==> config.mk <==
export PLATFORM = sky130hd
export DESIGN_NAME = target_cache_update_ctrl
export DESIGN_NICKNAME = d
export VERILOG_FILES = /design/src/rtl/tc_pkg.sv /design/src/rtl/tc_update_fifo.sv /design/src/rtl/target_cache_update_ctrl.sv
export SDC_FILE = /design/constraint.sdc
export NUM_CORES = 1
export LEC_CHECK = 0
export ABC_AREA = 1
export BUFFER_PORTS_ARGS = -buffer_cell sky130_fd_sc_hd__buf_4
export CAP_MARGIN = 10
export CELL_PAD_IN_SITES_DETAIL_PLACEMENT = 1
export CELL_PAD_IN_SITES_GLOBAL_PLACEMENT = 1
export CORE_ASPECT_RATIO = 0.7
export CORE_MARGIN = 4
export CORE_UTILIZATION = 40
export DETAILED_ROUTE_END_ITERATION = 6
export GPL_TIMING_DRIVEN = 1
export PLACE_DENSITY = 0.88
export SYNTH_ARGS = -nofsm -noshare
export SYNTH_HDL_FRONTEND = slang
export SYNTH_SLANG_ARGS = --single-unit
==> constraint.sdc <==
create_clock -name clk -period 7.1 [get_ports clk]
set_clock_uncertainty 0.05 [all_clocks]
set_input_delay 0.355 -clock clk [delete_from_list [all_inputs] [get_ports clk]]
set_output_delay 0.355 -clock clk [all_outputs]
set_load 0.005 [all_outputs]
==> src/rtl/tc_pkg.sv <==
// Shared definitions for the indirect-branch target cache update path.
//   TC_INDEX_W   : index width of one target cache bank (64 entries)
//   TC_NUM_BANKS : number of banks, selected by pc[3:2]
//   BHR_W        : branch history width carried with each update
//   tc_upd_t     : one pending write {pc, target, bhr}
//   tc_state_e   : controller state (IDLE / DRAIN / CLEAR)
package tc_pkg;

  localparam int TC_INDEX_W   = 6;
  localparam int TC_NUM_BANKS = 4;
  localparam int BHR_W        = 10;

  typedef struct packed {
    logic [31:0]      pc;
    logic [31:0]      target;
    logic [BHR_W-1:0] bhr;
  } tc_upd_t;

  typedef enum logic [1:0] {
    IDLE  = 2'd0,
    DRAIN = 2'd1,
    CLEAR = 2'd2
  } tc_state_e;

endpackage

==> src/rtl/tc_update_fifo.sv <==
// In-order update queue: two write lanes, one read per cycle.
//   clk, reset          : clock, synchronous active-high reset
//   flush               : discard all entries this cycle
//   wr0_en / wr0_data   : first write lane (older entry)
//   wr1_en / wr1_data   : second write lane, only honoured with wr0_en
//   rd_en               : pop the head entry if one exists
//   space               : free slots counting this cycle's pop
//   full                : registered, occupancy == FIFO_DEPTH
//   nxt_vld / nxt_head  : head entry as it will be after this clock edge,
//                         used by the owner to fill its output register
module tc_update_fifo #(
  parameter int FIFO_DEPTH = 4,
  parameter int DATA_W     = 74,
  localparam int PTR_W     = $clog2(FIFO_DEPTH),
  localparam int CW        = PTR_W + 1
) (
  input  logic              clk,
  input  logic              reset,
  input  logic              flush,
  input  logic              wr0_en,
  input  logic [DATA_W-1:0] wr0_data,
  input  logic              wr1_en,
  input  logic [DATA_W-1:0] wr1_data,
  input  logic              rd_en,
  output logic [CW-1:0]     space,
  output logic              full,
  output logic              nxt_vld,
  output logic [DATA_W-1:0] nxt_head
);

  logic [DATA_W-1:0] mem [FIFO_DEPTH];
  logic [PTR_W-1:0]  rd_ptr;
  logic [PTR_W-1:0]  wr_ptr;
  logic [CW-1:0]     count;

  logic              rd_go;
  logic              wr0_go;
  logic              wr1_go;
  logic [CW-1:0]     remain;
  logic [CW-1:0]     count_n;
  logic [PTR_W-1:0]  rd_ptr_n;
  logic [PTR_W-1:0]  wr_ptr_n;
  logic [PTR_W-1:0]  wr_ptr1;

  always_comb begin
    rd_go    = rd_en && (count != '0);
    wr0_go   = wr0_en && !flush;
    wr1_go   = wr0_en && wr1_en && !flush;
    space    = CW'(FIFO_DEPTH) - count + CW'(rd_go);
    remain   = count - CW'(rd_go);
    wr_ptr1  = wr_ptr + 1'b1;
    if (flush) begin
      count_n  = '0;
      rd_ptr_n = '0;
      wr_ptr_n = '0;
    end else begin
      count_n  = remain + CW'(wr0_go) + CW'(wr1_go);
      rd_ptr_n = rd_ptr + PTR_W'(rd_go);
      wr_ptr_n = wr_ptr + PTR_W'(wr0_go) + PTR_W'(wr1_go);
    end
    nxt_vld  = (count_n != '0);
    // With nothing left behind the popped head, the next head is the entry
    // being written on lane 0 this cycle (it lands at rd_ptr_n).
    nxt_head = (remain != '0) ? mem[rd_ptr_n] : wr0_data;
  end

  // ---- stage boundary: queue control state ----
  always_ff @(posedge clk) begin
    if (reset) begin
      rd_ptr <= '0;
      wr_ptr <= '0;
      count  <= '0;
      full   <= 1'b0;
    end else begin
      rd_ptr <= rd_ptr_n;
      wr_ptr <= wr_ptr_n;
      count  <= count_n;
      full   <= (count_n == CW'(FIFO_DEPTH));
    end
  end

  // ---- stage boundary: queue storage (data, no reset) ----
  always_ff @(posedge clk) begin
    if (wr0_go) mem[wr_ptr]  <= wr0_data;
    if (wr1_go) mem[wr_ptr1] <= wr1_data;
  end

endmodule

==> src/rtl/target_cache_update_ctrl.sv <==
// Target cache write sequencer. Merges up to two retire-side updates per
// cycle into an in-order queue, drains one per cycle onto the cache write
// port, and runs a full-table clear (4 banks x 2^INDEX_W entries).
//   clk, reset             : clock, synchronous active-high reset
//   req0_* / req1_*        : retire slot 0 (older) / slot 1 (younger) update
//   clear_req              : one-cycle pulse, start (or restart) the clear
//   upd_en/pc/target/bhr   : registered write port into the target cache
//   clear_busy             : clear in progress, lookups must miss
//   q_full                 : queue holds FIFO_DEPTH entries
//   drop_cnt               : saturating count of requests lost to a full queue
// BHR_W must match tc_pkg::BHR_W since queue entries use tc_upd_t.
module target_cache_update_ctrl
  import tc_pkg::*;
#(
  parameter int FIFO_DEPTH = 4,
  parameter int INDEX_W    = TC_INDEX_W,
  parameter int BHR_W      = tc_pkg::BHR_W,
  parameter int CNT_W      = 16
) (
  input  logic             clk,
  input  logic             reset,
  input  logic             req0_valid,
  input  logic [31:0]      req0_pc,
  input  logic [31:0]      req0_target,
  input  logic [BHR_W-1:0] req0_bhr,
  input  logic             req1_valid,
  input  logic [31:0]      req1_pc,
  input  logic [31:0]      req1_target,
  input  logic [BHR_W-1:0] req1_bhr,
  input  logic             clear_req,
  output logic             upd_en,
  output logic [31:0]      upd_pc,
  output logic [31:0]      upd_target,
  output logic [BHR_W-1:0] upd_bhr,
  output logic             clear_busy,
  output logic             q_full,
  output logic [CNT_W-1:0] drop_cnt
);

  localparam int CLR_W = 2 + INDEX_W;
  localparam int CW    = $clog2(FIFO_DEPTH) + 1;
  localparam int ENT_W = $bits(tc_upd_t);

  // Clear write k: bank = k[1:0] via pc[3:2], index = k[CLR_W-1:2] via the
  // history bits. pc[28:9] stays zero so the cache hash reduces to that index.
  function automatic tc_upd_t clear_entry(input logic [CLR_W-1:0] c);
    tc_upd_t e;
    e                  = '0;
    e.pc[3:2]          = c[1:0];
    e.bhr[INDEX_W-1:0] = c[CLR_W-1:2];
    return e;
  endfunction

  function automatic logic [CNT_W-1:0] sat_add(input logic [CNT_W-1:0] a,
                                               input logic [1:0]       inc);
    logic [CNT_W:0] s;
    s = {1'b0, a} + (CNT_W+1)'(inc);
    return s[CNT_W] ? '1 : s[CNT_W-1:0];
  endfunction

  tc_state_e         state;
  tc_state_e         state_n;
  logic [CLR_W-1:0]  clr_cnt;
  logic [CLR_W-1:0]  clr_cnt_n;
  tc_upd_t           upd_q;
  tc_upd_t           upd_n;
  logic              upd_en_n;

  tc_upd_t           ent0;
  tc_upd_t           ent1;
  tc_upd_t           lane0;
  logic              in_clear;
  logic              clr_last;
  logic              accept_win;
  logic [1:0]        nreq;
  logic              acc0;
  logic              acc1;
  logic [1:0]        ndrop;
  logic [CW-1:0]     space;
  logic              fifo_full;
  logic              nxt_vld;
  logic [ENT_W-1:0]  nxt_head;

  assign ent0 = '{pc: req0_pc, target: req0_target, bhr: req0_bhr};
  assign ent1 = '{pc: req1_pc, target: req1_target, bhr: req1_bhr};

  always_comb begin
    in_clear   = (state == CLEAR);
    clr_last   = (clr_cnt == '1);
    // Requests are taken outside a clear and in its final write cycle; a
    // clear pulse discards whatever arrives alongside it.
    accept_win = !clear_req && (!in_clear || clr_last);
    nreq       = {1'b0, req0_valid} + {1'b0, req1_valid};
    // Compact to program order: a lone slot 1 request uses lane 0.
    lane0      = req0_valid ? ent0 : ent1;
    acc0       = accept_win && (nreq != 2'd0) && (space != '0);
    acc1       = accept_win && (nreq == 2'd2) && (space >= CW'(2));
    ndrop      = accept_win ? (nreq - {1'b0, acc0} - {1'b0, acc1}) : 2'd0;
  end

  tc_update_fifo #(
    .FIFO_DEPTH (FIFO_DEPTH),
    .DATA_W     (ENT_W)
  ) u_fifo (
    .clk      (clk),
    .reset    (reset),
    .flush    (clear_req),
    .wr0_en   (acc0),
    .wr0_data (lane0),
    .wr1_en   (acc1),
    .wr1_data (ent1),
    .rd_en    (!in_clear),
    .space    (space),
    .full     (fifo_full),
    .nxt_vld  (nxt_vld),
    .nxt_head (nxt_head)
  );

  always_comb begin
    state_n   = state;
    clr_cnt_n = clr_cnt;
    upd_en_n  = 1'b0;
    upd_n     = '0;
    if (clear_req) begin
      state_n   = CLEAR;
      clr_cnt_n = '0;
      upd_en_n  = 1'b1;
      upd_n     = clear_entry('0);
    end else if (in_clear && !clr_last) begin
      state_n   = CLEAR;
      clr_cnt_n = clr_cnt + 1'b1;
      upd_en_n  = 1'b1;
      upd_n     = clear_entry(clr_cnt + 1'b1);
    end else begin
      state_n  = nxt_vld ? DRAIN : IDLE;
      upd_en_n = nxt_vld;
      upd_n    = nxt_vld ? tc_upd_t'(nxt_head) : '0;
    end
  end

  // ---- stage boundary: registered write port, state and drop counter ----
  always_ff @(posedge clk) begin
    if (reset) begin
      state    <= IDLE;
      clr_cnt  <= '0;
      upd_en   <= 1'b0;
      upd_q    <= '0;
      drop_cnt <= '0;
    end else begin
      state    <= state_n;
      clr_cnt  <= clr_cnt_n;
      upd_en   <= upd_en_n;
      upd_q    <= upd_n;
      drop_cnt <= sat_add(drop_cnt, ndrop);
    end
  end

  assign upd_pc     = upd_q.pc;
  assign upd_target = upd_q.target;
  assign upd_bhr    = upd_q.bhr;
  assign clear_busy = in_clear;
  assign q_full     = fifo_full;

endmodule
**Yosys cells after proc, flatten, opt, wreduce, memory -nomap -nowiden**

Memory sizes are Yosys's and may differ from the RTL's.
Index checks and enable logic that the tools add are counted.

- RAM bits: 296
- Logic and storage cells: 74
- Register bits after elaboration: 109
- Memories kept: 1
- Output and inout bits: 93
- Input port bits: 153

- $lt $le $gt $ge: 1
- Equality and inequality tests: 4
- Bitwise gates (word level): 1
- Add/subtract/negate cells: 14
- Multiplexer cells: 17
- Reductions and logical operators: 22

Memories:

| name | words | width | read ports | clocked after memory_dff | write ports | RTL line | source |
|---|---|---|---|---|---|---|---|
| u_fifo.mem | 4 | 74 | 1 | 0 | 2 | tc_update_fifo.sv:31 | `logic [DATA_W-1:0] mem [FIFO_DEPTH];` |

Operator list:

| kind | number |
|---|---|
| $mux W74 | 2 |
| $mux W46 | 2 |
| $add A16 B2 Y17 | 1 |
| $mux W16 | 1 |
| $reduce_bool A3 Y1 | 4 |
| $logic_and A1 B1 Y1 | 10 |
| $add A3 B1 Y3 | 3 |
| $add A8 B1 Y8 const B | 1 |
| $eq A8 B8 Y1 const B | 1 |
| $mux W2 | 4 |
| $mux W1 | 7 |
| $add A2 B1 Y2 | 3 |
| $eq A2 B2 Y1 const B | 2 |
| $reduce_or A4 Y1 | 1 |
| $sub A2 B1 Y2 | 2 |
| $eq A3 B3 Y1 const B | 1 |
| $ge A3 B2 Y1 const B | 1 |
| $logic_not A1 Y1 | 3 |
| $mux W3 | 1 |
| $reduce_or A3 Y1 | 1 |
| $sub A3 B1 Y3 | 1 |
| $sub A3 B3 Y3 const A | 1 |
| $add A1 B1 Y2 | 1 |
| $add A2 B1 Y2 const B | 1 |
| 4 further kinds | 4 |

**Depth between registers and ports, before layout**

Gate-level depths: netlist (run 1).

- Depth after elaboration: 14
- Mapped depth: 27

**Cells and area by module**

A second synthesis (run 1) with hierarchy kept.

- Cell total of the unflattened synthesis: 2,780
- Area total of the unflattened synthesis: 21,369.2 um2

By module, submodules not included:

| module | cells an instance | area an instance (um2) | instances | sequential area each (um2) |
|---|---|---|---|---|
| tc_update_fifo | 2,082 | 16,748.6 | 1 | 9,048.7 |
| target_cache_update_ctrl | 698 | 4,620.7 | 1 | 2,021.9 |

**Least setup slack after synthesis (run 1)**

OpenSTA, ideal clock, no wires.

- Path type: flip-flop to flip-flop
- Start point: register state[1]
- End point: memory u_fifo.mem[2][0] (enable)
- Stages on the path, launching flop included: 13
- Path slack: -0.269 ns
- Period minus slack after synthesis: 7.369 ns
- Path buffers: 0
- Library setup time: 0.608 ns
- Data arrival time: 6.711 ns
- Path through: dfxtp_1 -> inv_1 -> nor2_1 -> a31oi_1 -> inv_1 -> ha_1 -> inv_1 -> ha_1 -> xor2_1 -> nor2_1 -> nand2_1 -> nand3_2 -> o21ai_0

RTL lines:

| item | RTL line | source |
|---|---|---|
| start: declaration | target_cache_update_ctrl.sv:61 | `tc_state_e state;` |
| start signal: assignment | target_cache_update_ctrl.sv:150 | `state <= state_n;` |
| end: declaration | tc_update_fifo.sv:31 |  |

**Worst setup path after layout (run 1)**

- Start point: register state[1]
- End point: register upd_q, in the netlist upd_pc[6]

- Longest elaborated chain between the ends: 13
- Elaborated cells between the ends (all ways): 28

Ends and longest elaborated chain:

| item | RTL line | source |
|---|---|---|
| $eq A2 B2 Y1 * | target_cache_update_ctrl.sv:88 | `in_clear = (state == CLEAR);` |
| $logic_not A1 Y1 | target_cache_update_ctrl.sv:92, target_cache_update_ctrl.sv:112 |  |
| $logic_and A1 B1 Y1 or $logic_or A1 B1 Y1 (tied branches) | tc_update_fifo.sv:46, target_cache_update_ctrl.sv:92 |  |
| $add A3 B1 Y3 or $logic_and A1 B1 Y1 (tied branches) | tc_update_fifo.sv:49, target_cache_update_ctrl.sv:92 |  |
| $reduce_bool A3 Y1 (tied with other cells) | target_cache_update_ctrl.sv:96 | `acc0 = accept_win && (nreq != 2'd0) && (space != '0);` |
| $logic_and A1 B1 Y1 (on tied branches) | target_cache_update_ctrl.sv:96, target_cache_update_ctrl.sv:97 |  |
| $logic_and A1 B1 Y1 (on tied branches) | tc_update_fifo.sv:47, tc_update_fifo.sv:48 |  |
| $add A3 B1 Y3 or $logic_and A1 B1 Y1 (tied branches) | tc_update_fifo.sv:57, tc_update_fifo.sv:48 |  |
| $add A3 B1 Y3 | tc_update_fifo.sv:57 | `count_n = remain + CW'(wr0_go) + CW'(wr1_go);` |
| $mux W3 | tc_update_fifo.sv:52 | `if (flush) begin` |
| $reduce_bool A3 Y1 | tc_update_fifo.sv:61 | `nxt_vld = (count_n != '0);` |
| $not A1 Y1 (no line) | - |  |
| $reduce_or A4 Y1 (no line) | - |  |
| end signal: assignment | target_cache_update_ctrl.sv:153 | `upd_q <= upd_n;` |
| end: declaration | target_cache_update_ctrl.sv:65 | `tc_upd_t upd_q;` |

Every way passes the cells marked *; elsewhere a longest branch is shown, timed or not.
A chain may end at the register's enable or synchronous reset.

==> flow_metrics.env, run 1 <==
export IMPL_yosysSeqAreaShare_pct=56.1
export IMPL_start_kind="flip-flop"
export IMPL_synth_avg_cell_area_um2=8.63
export IMPL_maxCapViolCount=0
export IMPL_dp_hpwl_um=40100
export IMPL_critical_path_class="reg -> reg"
export IMPL_period_needed_ns=5.32
export IMPL_io_pins=246
export IMPL_io_buffers=245
export IMPL_grt_pass1_vias=18665
export IMPL_die_w_um=274
export IMPL_num_antenna_cells=0
export IMPL_r2r_start="state[1]"
export IMPL_cpPeakStageDelay_ns=0.87
export IMPL_globalplace_congestion=0.846
export IMPL_worst_hold_slack_ns=0.0601
export IMPL_cts_sinks=405
export IMPL_die_area_um2=53000
export IMPL_fmax_mhz=188
export IMPL_yosysWarnings=0
export IMPL_synth_ff_type="edfxtp_1"
export IMPL_wl_per_cell_um=21.0
export IMPL_cp_slowest_cell="clkinv_2"
export IMPL_htreeDepth=2
export IMPL_cts_repair_resized=0
export IMPL_drv_slew=0
export IMPL_initial_core_util_pct=40.8
export IMPL_cellLeakagePower_nw=9.73
export IMPL_rows=67
export IMPL_postCtsSetupBuffers=0
export IMPL_cts_hold_buf=0
export IMPL_peakVddDrop_mv=0.248
export IMPL_clk_pin_slew_ns=0.06
export IMPL_die_height_um=194
export IMPL_place_inst=3055
export IMPL_clock_latency_ns=0.56
export IMPL_end_kind="flip-flop"
export IMPL_cts_tree="done"
export IMPL_grt_use_total_pct=24.4
export IMPL_areaGrowthSynthToFinish_pct=18.2
export IMPL_routed_via_density=5.56
export IMPL_dr_pass1_iters=5
export IMPL_rsz0062_at_grt="false"
export IMPL_yosysUniqueCellTypes=35
export IMPL_drt_initial_drc_count=1327
export IMPL_fillCellCount=5684
export IMPL_cp_required_ns=7.52
export IMPL_outcome="completed"
export IMPL_hold_path_class="in -> reg"
export IMPL_worst_pin_slew_ns=1.19
export IMPL_synth_edf_count=296
export IMPL_setup_viol=0
export IMPL_syn_inst=2289
export IMPL_timing_final_crit_share_pct=74.9
export IMPL_drc=0
export IMPL_grt_max_degree=100
export IMPL_root_buffer="clkbuf_16"
export IMPL_hold_viol=0
export IMPL_core_area_um2=48400
export IMPL_synth_nets=2459
export IMPL_instances_no_fill=3134
export IMPL_vias=17421
export IMPL_min_from="clear_req"
export IMPL_arrival_ns=5.74
export IMPL_layout_drive_gt1_share_pct=16.5
export IMPL_power_density_nw_per_um2=286
export IMPL_async_flop_share_pct=0
export IMPL_max_slew_margin_pct=20.8
export IMPL_syn_area_um2=19700
export IMPL_crit_start="state[1]"
export IMPL_routed_wl_um=65900
export IMPL_cp_max_fo=44
export IMPL_grt_pass1_wl_um=104000
export IMPL_ant_nets=0
export IMPL_antenna_found_initial=0
export IMPL_cts_buffers=42
export IMPL_cpMostUsedCell="inv_1"
export IMPL_gr_total_overflow=0
export IMPL_nNetsFinal=2615
export IMPL_clockBufferDepth=3
export IMPL_synth_seq_cells=405
## layout by cell type (no fill, tap or decap), types with 13 or more instances in the layout
cell,n
a21oi_1,70
a21oi_2,40
buf_4,263
clkbuf_16,43
dfxtp_1,109
edfxtp_1,296
ha_1,13
inv_1,117
nand2_1,757
nand3_1,224
nor2_1,80
o21ai_0,345
## final timing paths
kind                                   end  slack [ns]  depth (start not counted)
worst max-delay path             upd_pc[6]        1.78                         25
worst min-delay path              state[1]        0.06                          3
worst max register to register   upd_pc[6]        1.78                         25
worst min register to register  clr_cnt[7]        0.45                          2
## cells in the mapped netlist (all sizes together) (2+ instances only)
master / count / share of area, %
fa: 4 / 0.41
nor3: 5 / 0.13
buf: 92 / 2.5
or2: 6 / 0.19
inv: 124 / 2.4
nor3b: 2 / 0.076
nand2: 768 / 15
nand4: 4 / 0.13
o21ai: 347 / 8.8
nand3b: 2 / 0.076
a21oi: 110 / 3.5
mux2i: 8 / 0.41
xor2: 8 / 0.35
edfxtp: 296 / 45
clkbuf: 60 / 1.1
ha: 13 / 0.82
xnor2: 2 / 0.089
a31oi: 8 / 0.25
nor2: 85 / 1.8
nand3: 230 / 5.9
o31ai: 4 / 0.15
dfxtp: 109 / 11
## state kept, by name, indices dropped and copies added (netlist names), 3 cells and up
register / cells
upd_bhr: 10
upd_target: 32
u_fifo.count: 3
clr_cnt: 8
u_fifo.mem: 296
upd_pc: 32
drop_cnt: 16
## critical path: cells and delay by family, from the launching register on
| kind | cells | cell delay [ns] |
|---|---|---|
| fa+ha+maj | 5 | 1.06 |
| compound gates | 2 | 0.35 |
| flops | 1 | 0.33 |
| xor+xnor | 1 | 0.17 |
| simple gates | 10 | 1.38 |
| buf+inv | 7 | 1.86 |
## power by group
part,switching (mW),total (mW),internal [mW]
logic,1.20,1.67,0.467
clock network,0.980,2.27,1.29
registers,0.0450,2.73,2.68
## final cells by class
class	count	area (um^2)	area share (%)
Timing Repair Buffer	264	2000	8.57
Sequential cell	405	11100	47.4
Clock buffer	62	1240	5.30
Inverter	124	470	2.02
Tap cell	655	820	3.51
Clock inverter	16	158	0.675
Multi-Input combinational cell	1608	7590	32.5
## per-stage QoR
step                utilization [%]  power (mW)  cell area, um^2  setup WS (ns)  TNS (ns)
finish                         48.3        6.67            23300           1.78         0
floorplan                         -        3.80            19700         -0.269    -39.80
detailed placement             45.3        4.42            21900           1.88         0
global placement               45.3        4.33            21900           2.11         0
global route                   48.3        6.97            23300           1.47         0
CTS                            48.2        6.68            23300           1.82         0
## cell families (layout without fill, tap and decap cells)
kind of cell | Yosys count | after routing | share of synthesized area, %
flops | 405 | 405 | 56.1
xor+xnor | 10 | 10 | 0.444
simple gates | 1103 | 1103 | 23.1
buf+inv | 276 | 466 | 6.02
mux | 8 | 8 | 0.406
compound gates | 470 | 470 | 12.8
fa+ha+maj | 17 | 17 | 1.23
## per-layer routing
metal / track usage, % / part of all wire, % / vias up
li1: - / - / 8009
met1: 32.2 / 42 / 8722
met5: 0 / 0 / -
met3: 3.53 / 5.9 / 108
met4: 7.09 / 2.5 / 0
met2: 41.7 / 49 / 582
Power figures use the tool's default switching activity.
==> run 2, diff against run 1 <==
==> constraint.sdc (replaced) <==
create_clock -name clk -period 4.54 [get_ports clk]
set_clock_uncertainty 0.05 [all_clocks]
set_input_delay 0.227 -clock clk [delete_from_list [all_inputs] [get_ports clk]]
set_output_delay 0.227 -clock clk [all_outputs]
set_load 0.005 [all_outputs]
==> flow_metrics.env, run 2 (synthesis results as in run 1) <==
export IMPL_grt_use_total_pct=23.8
export IMPL_drv_slew=0
export IMPL_die_area_um2=53000
export IMPL_routed_wl_um=65300
export IMPL_hold_path_class="in -> reg"
export IMPL_vias=17332
export IMPL_period_needed_ns=4.27
export IMPL_areaGrowthSynthToFinish_pct=19.2
export IMPL_htreeDepth=2
export IMPL_grt_pass1_wl_um=101000
export IMPL_largest_register="u_fifo.mem"
export IMPL_gr_total_overflow=0
export IMPL_dp_hpwl_um=39300
export IMPL_r2r_start="state[1]"
export IMPL_peakVddDrop_mv=0.350
export IMPL_fmax_mhz=234
export IMPL_grt_max_degree=149
export IMPL_postLayoutCoreUtil_pct=48.7
export IMPL_nNetsFinal=2634
export IMPL_drt_initial_drc_count=1625
export IMPL_antenna_found_initial=0
export IMPL_cp_required_ns=4.93
export IMPL_outcome="completed"
export IMPL_hold_viol=0
export IMPL_rows=67
export IMPL_worst_pin_slew_ns=1.12
export IMPL_finalPower_mw=10.3
export IMPL_wl_per_cell_um=20.7
export IMPL_end_kind="flip-flop"
export IMPL_fillCellCount=5646
export IMPL_num_antenna_cells=0
export IMPL_min_from="req1_target[7]"
export IMPL_routed_via_density=5.50
export IMPL_cp_slowest_cell="fa_1"
export IMPL_layout_commonest_cell="nand2_1"
export IMPL_cts_tree="done"
export IMPL_initial_core_util_pct=40.8
export IMPL_root_buffer="clkbuf_16"
export IMPL_cpPeakStageDelay_ns=0.43
export IMPL_largest_register_ffs=296
export IMPL_clock_latency_ns=0.55
export IMPL_grt_pass1_vias=18045
export IMPL_cts_buffers=42
export IMPL_io_buffers=245
export IMPL_cellLeakagePower_nw=9.81
export IMPL_worst_hold_slack_ns=0.0285
export IMPL_start_kind="flip-flop"
export IMPL_setup_viol=0
export IMPL_timing_final_ws_setup_ns=0.271
export IMPL_core_area_um2=48400
export IMPL_globalplace_congestion=0.845
export IMPL_cp_max_fo=4
export IMPL_clk_pin_slew_ns=0.06
export IMPL_setup_tns_ns=0
export IMPL_clockBufferDepth=3
export IMPL_io_pins=246
export IMPL_max_slew_margin_pct=25.4
export IMPL_die_height_um=194
export IMPL_dr_pass1_iters=5
export IMPL_final_cell_mix="756 x nand2_1, 345 x o21ai_0, 296 x edfxtp_1, 265 x buf_4, 224 x nand3_1"
export IMPL_cts_sinks=405
export IMPL_power_density_nw_per_um2=437
export IMPL_drc=0
export IMPL_crit_start="state[1]"
export IMPL_timing_final_crit_share_pct=94.0
export IMPL_cpMostUsedCell="inv_1"
export IMPL_ant_nets=0
export IMPL_arrival_ns=4.66
export IMPL_post_place_ws_ns=-0.0130
export IMPL_layout_drive_gt1_share_pct=16.6
export IMPL_maxCapViolCount=0
export IMPL_die_w_um=274
export IMPL_critical_path_class="reg -> reg"
==> run 2: cell types whose count changed in the layout (fill, tap and decap cells not counted), moves of 5 or more <==
| cell | change |
|---|---|
| buf_12 | +12 |
| clkinv_1 | +8 |
| dlygate4sd3_1 | +6 |
| clkbuf_8 | -5 |
==> run 2: per-stage QoR <==
| step | area (um^2) | instances |
|---|---|---|
| after global placement | 22100 | 3063 |
| final | 23500 | 3151 |
| after detailed placement | 22100 | 3063 |
| after CTS | 23500 | 3145 |
| after floorplan | 19700 | 2289 |
| after global routing | 23500 | 3151 |
==> run 2: path summary, 6_finish.rpt <==
check                            to  slack [ns]  cells after the start
setup / recovery       drop_cnt[14]        0.27                     25
hold / removal    u_fifo.mem[0][17]        0.03                      3
setup reg to reg       drop_cnt[14]        0.27                     25
hold reg to reg          clr_cnt[7]        0.45                      2
==> run 2: area by class of cell <==
type                            count  area (um^2)  area share, %
Multi-Input combinational cell   1608         7610           32.3
Clock inverter                     17          104          0.441
Inverter                          124          470           2.00
Clock buffer                       59         1180           5.00
Tap cell                          655          820           3.48
Sequential cell                   405        11100           47.0
Timing Repair Buffer              283         2290           9.73
==> run 2: worst max-delay path, delay by kind of cell (launching register included) <==
| kind | cells | cell delay, ns |
|---|---|---|
| simple gates | 11 | 1.59 |
| fa+ha+maj | 4 | 1.16 |
| buf+inv | 7 | 0.59 |
| flops | 1 | 0.31 |
| compound gates | 2 | 0.27 |
| xor+xnor | 1 | 0.17 |
==> run 2: routing by layer <==
metal | routed length [um] | share of wire (%) | global-route usage (%) | vias up
li1 | - | - | - | 8045
met1 | 28500 | 44 | 32.9 | 8626
met2 | 31200 | 48 | 39.8 | 572
met3 | 4370 | 6.7 | 3.50 | 89
met4 | 1190 | 1.8 | 5.44 | 0
met5 | 0 | 0 | 0 | -
==> run 2: repair_timing <==
action | in CTS | in global routing
endpoints found under the setup margin | 15 | 16
hold endpoints to repair | 23 | 0
hold buffers | 6 | 0
gates resized for setup | 1 | 4
buffers inserted | 0 | 6
gates cloned | 0 | 0
==> run 2: where the power goes <==
part | total (mW) | switching, mW | internal [mW]
sequential | 4.26 | 0.0670 | 4.20
clock | 3.33 | 1.47 | 1.86
combinational | 2.70 | 1.93 | 0.773
==> run 3, diff against run 2 <==
--- a/config.mk
+++ b/config.mk
@@ -12,10 +12,10 @@
 export CELL_PAD_IN_SITES_GLOBAL_PLACEMENT = 1
 export CORE_ASPECT_RATIO = 0.7
 export CORE_MARGIN = 4
-export CORE_UTILIZATION = 40
+export CORE_UTILIZATION = 44
 export DETAILED_ROUTE_END_ITERATION = 6
 export GPL_TIMING_DRIVEN = 1
-export PLACE_DENSITY = 0.88
+export PLACE_DENSITY = 0.91
 export SYNTH_ARGS = -nofsm -noshare
 export SYNTH_HDL_FRONTEND = slang
 export SYNTH_SLANG_ARGS = --single-unit
==> constraint.sdc (replaced) <==
create_clock -name clk -period 4.15 [get_ports clk]
set_clock_uncertainty 0.05 [all_clocks]
set_input_delay 0.2075 -clock clk [delete_from_list [all_inputs] [get_ports clk]]
set_output_delay 0.2075 -clock clk [all_outputs]
set_load 0.005 [all_outputs]
==> flow_metrics.env, run 3 (synthesis results as in run 1) <==
export IMPL_outcome="completed"
export IMPL_clockBufferDepth=3
export IMPL_clk_pin_slew_ns=0.07
export IMPL_grt_max_degree=149
export IMPL_postLayoutCoreUtil_pct=54.8
export IMPL_rows=64
export IMPL_route_met2_wl_um=34500
export IMPL_instances_no_fill=3138
export IMPL_gr_total_overflow=0
export IMPL_dp_hpwl_um=40700
export IMPL_die_area_um2=48400
export IMPL_largest_register_ffs=296
export IMPL_maxCapViolCount=0
export IMPL_cp_max_fo=15
export IMPL_regArea_um2=11100
export IMPL_post_place_ws_ns=-0.258
export IMPL_cp_required_ns=4.60
export IMPL_die_height_um=185
export IMPL_grt_use_total_pct=27.9
export IMPL_final_area_um2=24100
export IMPL_layout_drive_gt1_share_pct=17.7
export IMPL_rsz0062_at_grt="true"
export IMPL_areaGrowthSynthToFinish_pct=22.1
export IMPL_cts_tree="done"
export IMPL_fmax_mhz=248
export IMPL_root_buffer="clkbuf_16"
export IMPL_drv_slew=0
export IMPL_initial_core_util_pct=44.8
export IMPL_routed_via_density=5.76
export IMPL_layout_commonest_cell="nand2_1"
export IMPL_cts_buffers=42
export IMPL_io_buffers=245
export IMPL_power_density_nw_per_um2=479
export IMPL_multiInputGateArea_um2=7670
export IMPL_htreeDepth=2
export IMPL_end_kind="flip-flop"
export IMPL_topRoutingLayerUsed="met4"
export IMPL_max_slew_margin_pct=26.3
export IMPL_hold_path_class="in -> reg"
export IMPL_setup_viol=0
export IMPL_timing_final_ws_setup_ns=0.111
export IMPL_cellLeakagePower_nw=10.1
export IMPL_drc=0
export IMPL_wl_met3_um=4660
export IMPL_wl_met1_um=27600
export IMPL_postPlaceCellArea_um2=22200
export IMPL_final_cell_mix="755 x nand2_1, 345 x o21ai_0, 296 x edfxtp_1, 272 x buf_4, 223 x nand3_1"
export IMPL_drt_initial_drc_count=1685
export IMPL_period_needed_ns=4.04
export IMPL_core_area_um2=44000
export IMPL_antenna_found_initial=1
export IMPL_arrival_ns=4.49
export IMPL_largest_register="u_fifo.mem"
export IMPL_setup_tns_ns=0
export IMPL_start_kind="flip-flop"
export IMPL_die_w_um=261
export IMPL_fillCellCount=5150
export IMPL_peakVddDrop_mv=0.471
export IMPL_clock_latency_ns=0.56
export IMPL_critical_path_class="reg -> reg"
export IMPL_timing_final_crit_share_pct=97.3
export IMPL_worst_pin_slew_ns=1.11
export IMPL_grt_pass1_vias=19011
export IMPL_io_pins=246
export IMPL_globalplace_congestion=0.860
export IMPL_wl_per_cell_um=22.0
export IMPL_place_inst=3012
export IMPL_vias=18085
export IMPL_nNetsFinal=2679
export IMPL_routed_wl_um=69100
export IMPL_hold_viol=0
export IMPL_ant_nets=0
export IMPL_grt_pass1_wl_um=106000
export IMPL_cts_sinks=405
export IMPL_dr_pass1_iters=5
-- run 3: layout make-up --
| cell class | count | area share (%) |
|---|---|---|
| Sequential cell | 405 | 45.9 |
| Multi-Input combinational cell | 1608 | 31.8 |
| Timing Repair Buffer | 328 | 11.5 |
| Clock buffer | 61 | 4.91 |
| Tap cell | 594 | 3.08 |
| Inverter | 124 | 1.96 |
| Clock inverter | 17 | 0.773 |
| Antenna cell | 1 | 0.0104 |
-- run 3: final timing paths --
kind	startpoint	end	slack (ns)	cells past startpoint
worst max-delay path	clr_cnt[0]	drop_cnt[13]	0.11	23
worst min-delay path	req1_target[29]	u_fifo.mem[2][39]	0.004	3
worst max register to register	clr_cnt[0]	drop_cnt[13]	0.11	23
worst min register to register	clr_cnt[7]	clr_cnt[7]	0.45	2
-- run 3: where the power goes --
| part | total [mW] | switching, mW | internal (mW) |
|---|---|---|---|
| clock network | 3.85 | 1.67 | 2.18 |
| logic | 3.02 | 2.13 | 0.886 |
| registers | 4.67 | 0.0784 | 4.59 |
| total | 11.5 | 3.88 | 7.66 |
-- run 3: timing repair --
action                                  CTS  global route
cloned                                    0             0
pin swaps                                 1             4
buffers inserted                          2             6
hold endpoints to repair                 89             0
resized for setup                         3            23
endpoints found under the setup margin   15            82
hold buffers                             39             0
-- run 3: metal layers --
| metal | track usage, % | vias up |
|---|---|---|
| met3 | 4.18 | 169 |
| met4 | 10.8 | 0 |
| met5 | 0 | - |
| li1 | - | 8154 |
| met2 | 48.0 | 796 |
| met1 | 35.8 | 8966 |
-- run 3: metrics by stage --
stage	power (mW)	hold slack [ns]
final	11.5	0.00398
after global routing	12.0	0.0150
after CTS	11.5	0.000569
after detailed placement	7.61	0.436
after global placement	7.47	0.421
after floorplan	6.49	0.288
-- run 3: worst max-delay path, stage by stage (launching register included) --
cell,delay (ns)
dfxtp_1,0.39
ha_1,0.19
nand2_1,0.11
nor2_2,0.14
nand3_2,0.10
nand2_4,0.12
inv_2,0.10
nor2_4,0.11
nand2_1,0.08
nor2_1,0.16
inv_1,0.09
fa_2,0.53
inv_1,0.05
nor2_2,0.13
ha_2,0.22
inv_1,0.06
fa_2,0.36
nor2_2,0.13
nand4_1,0.21
nor2_2,0.23
nand2_4,0.17
nand3_1,0.14
nand2_1,0.06
inv_1,0.06
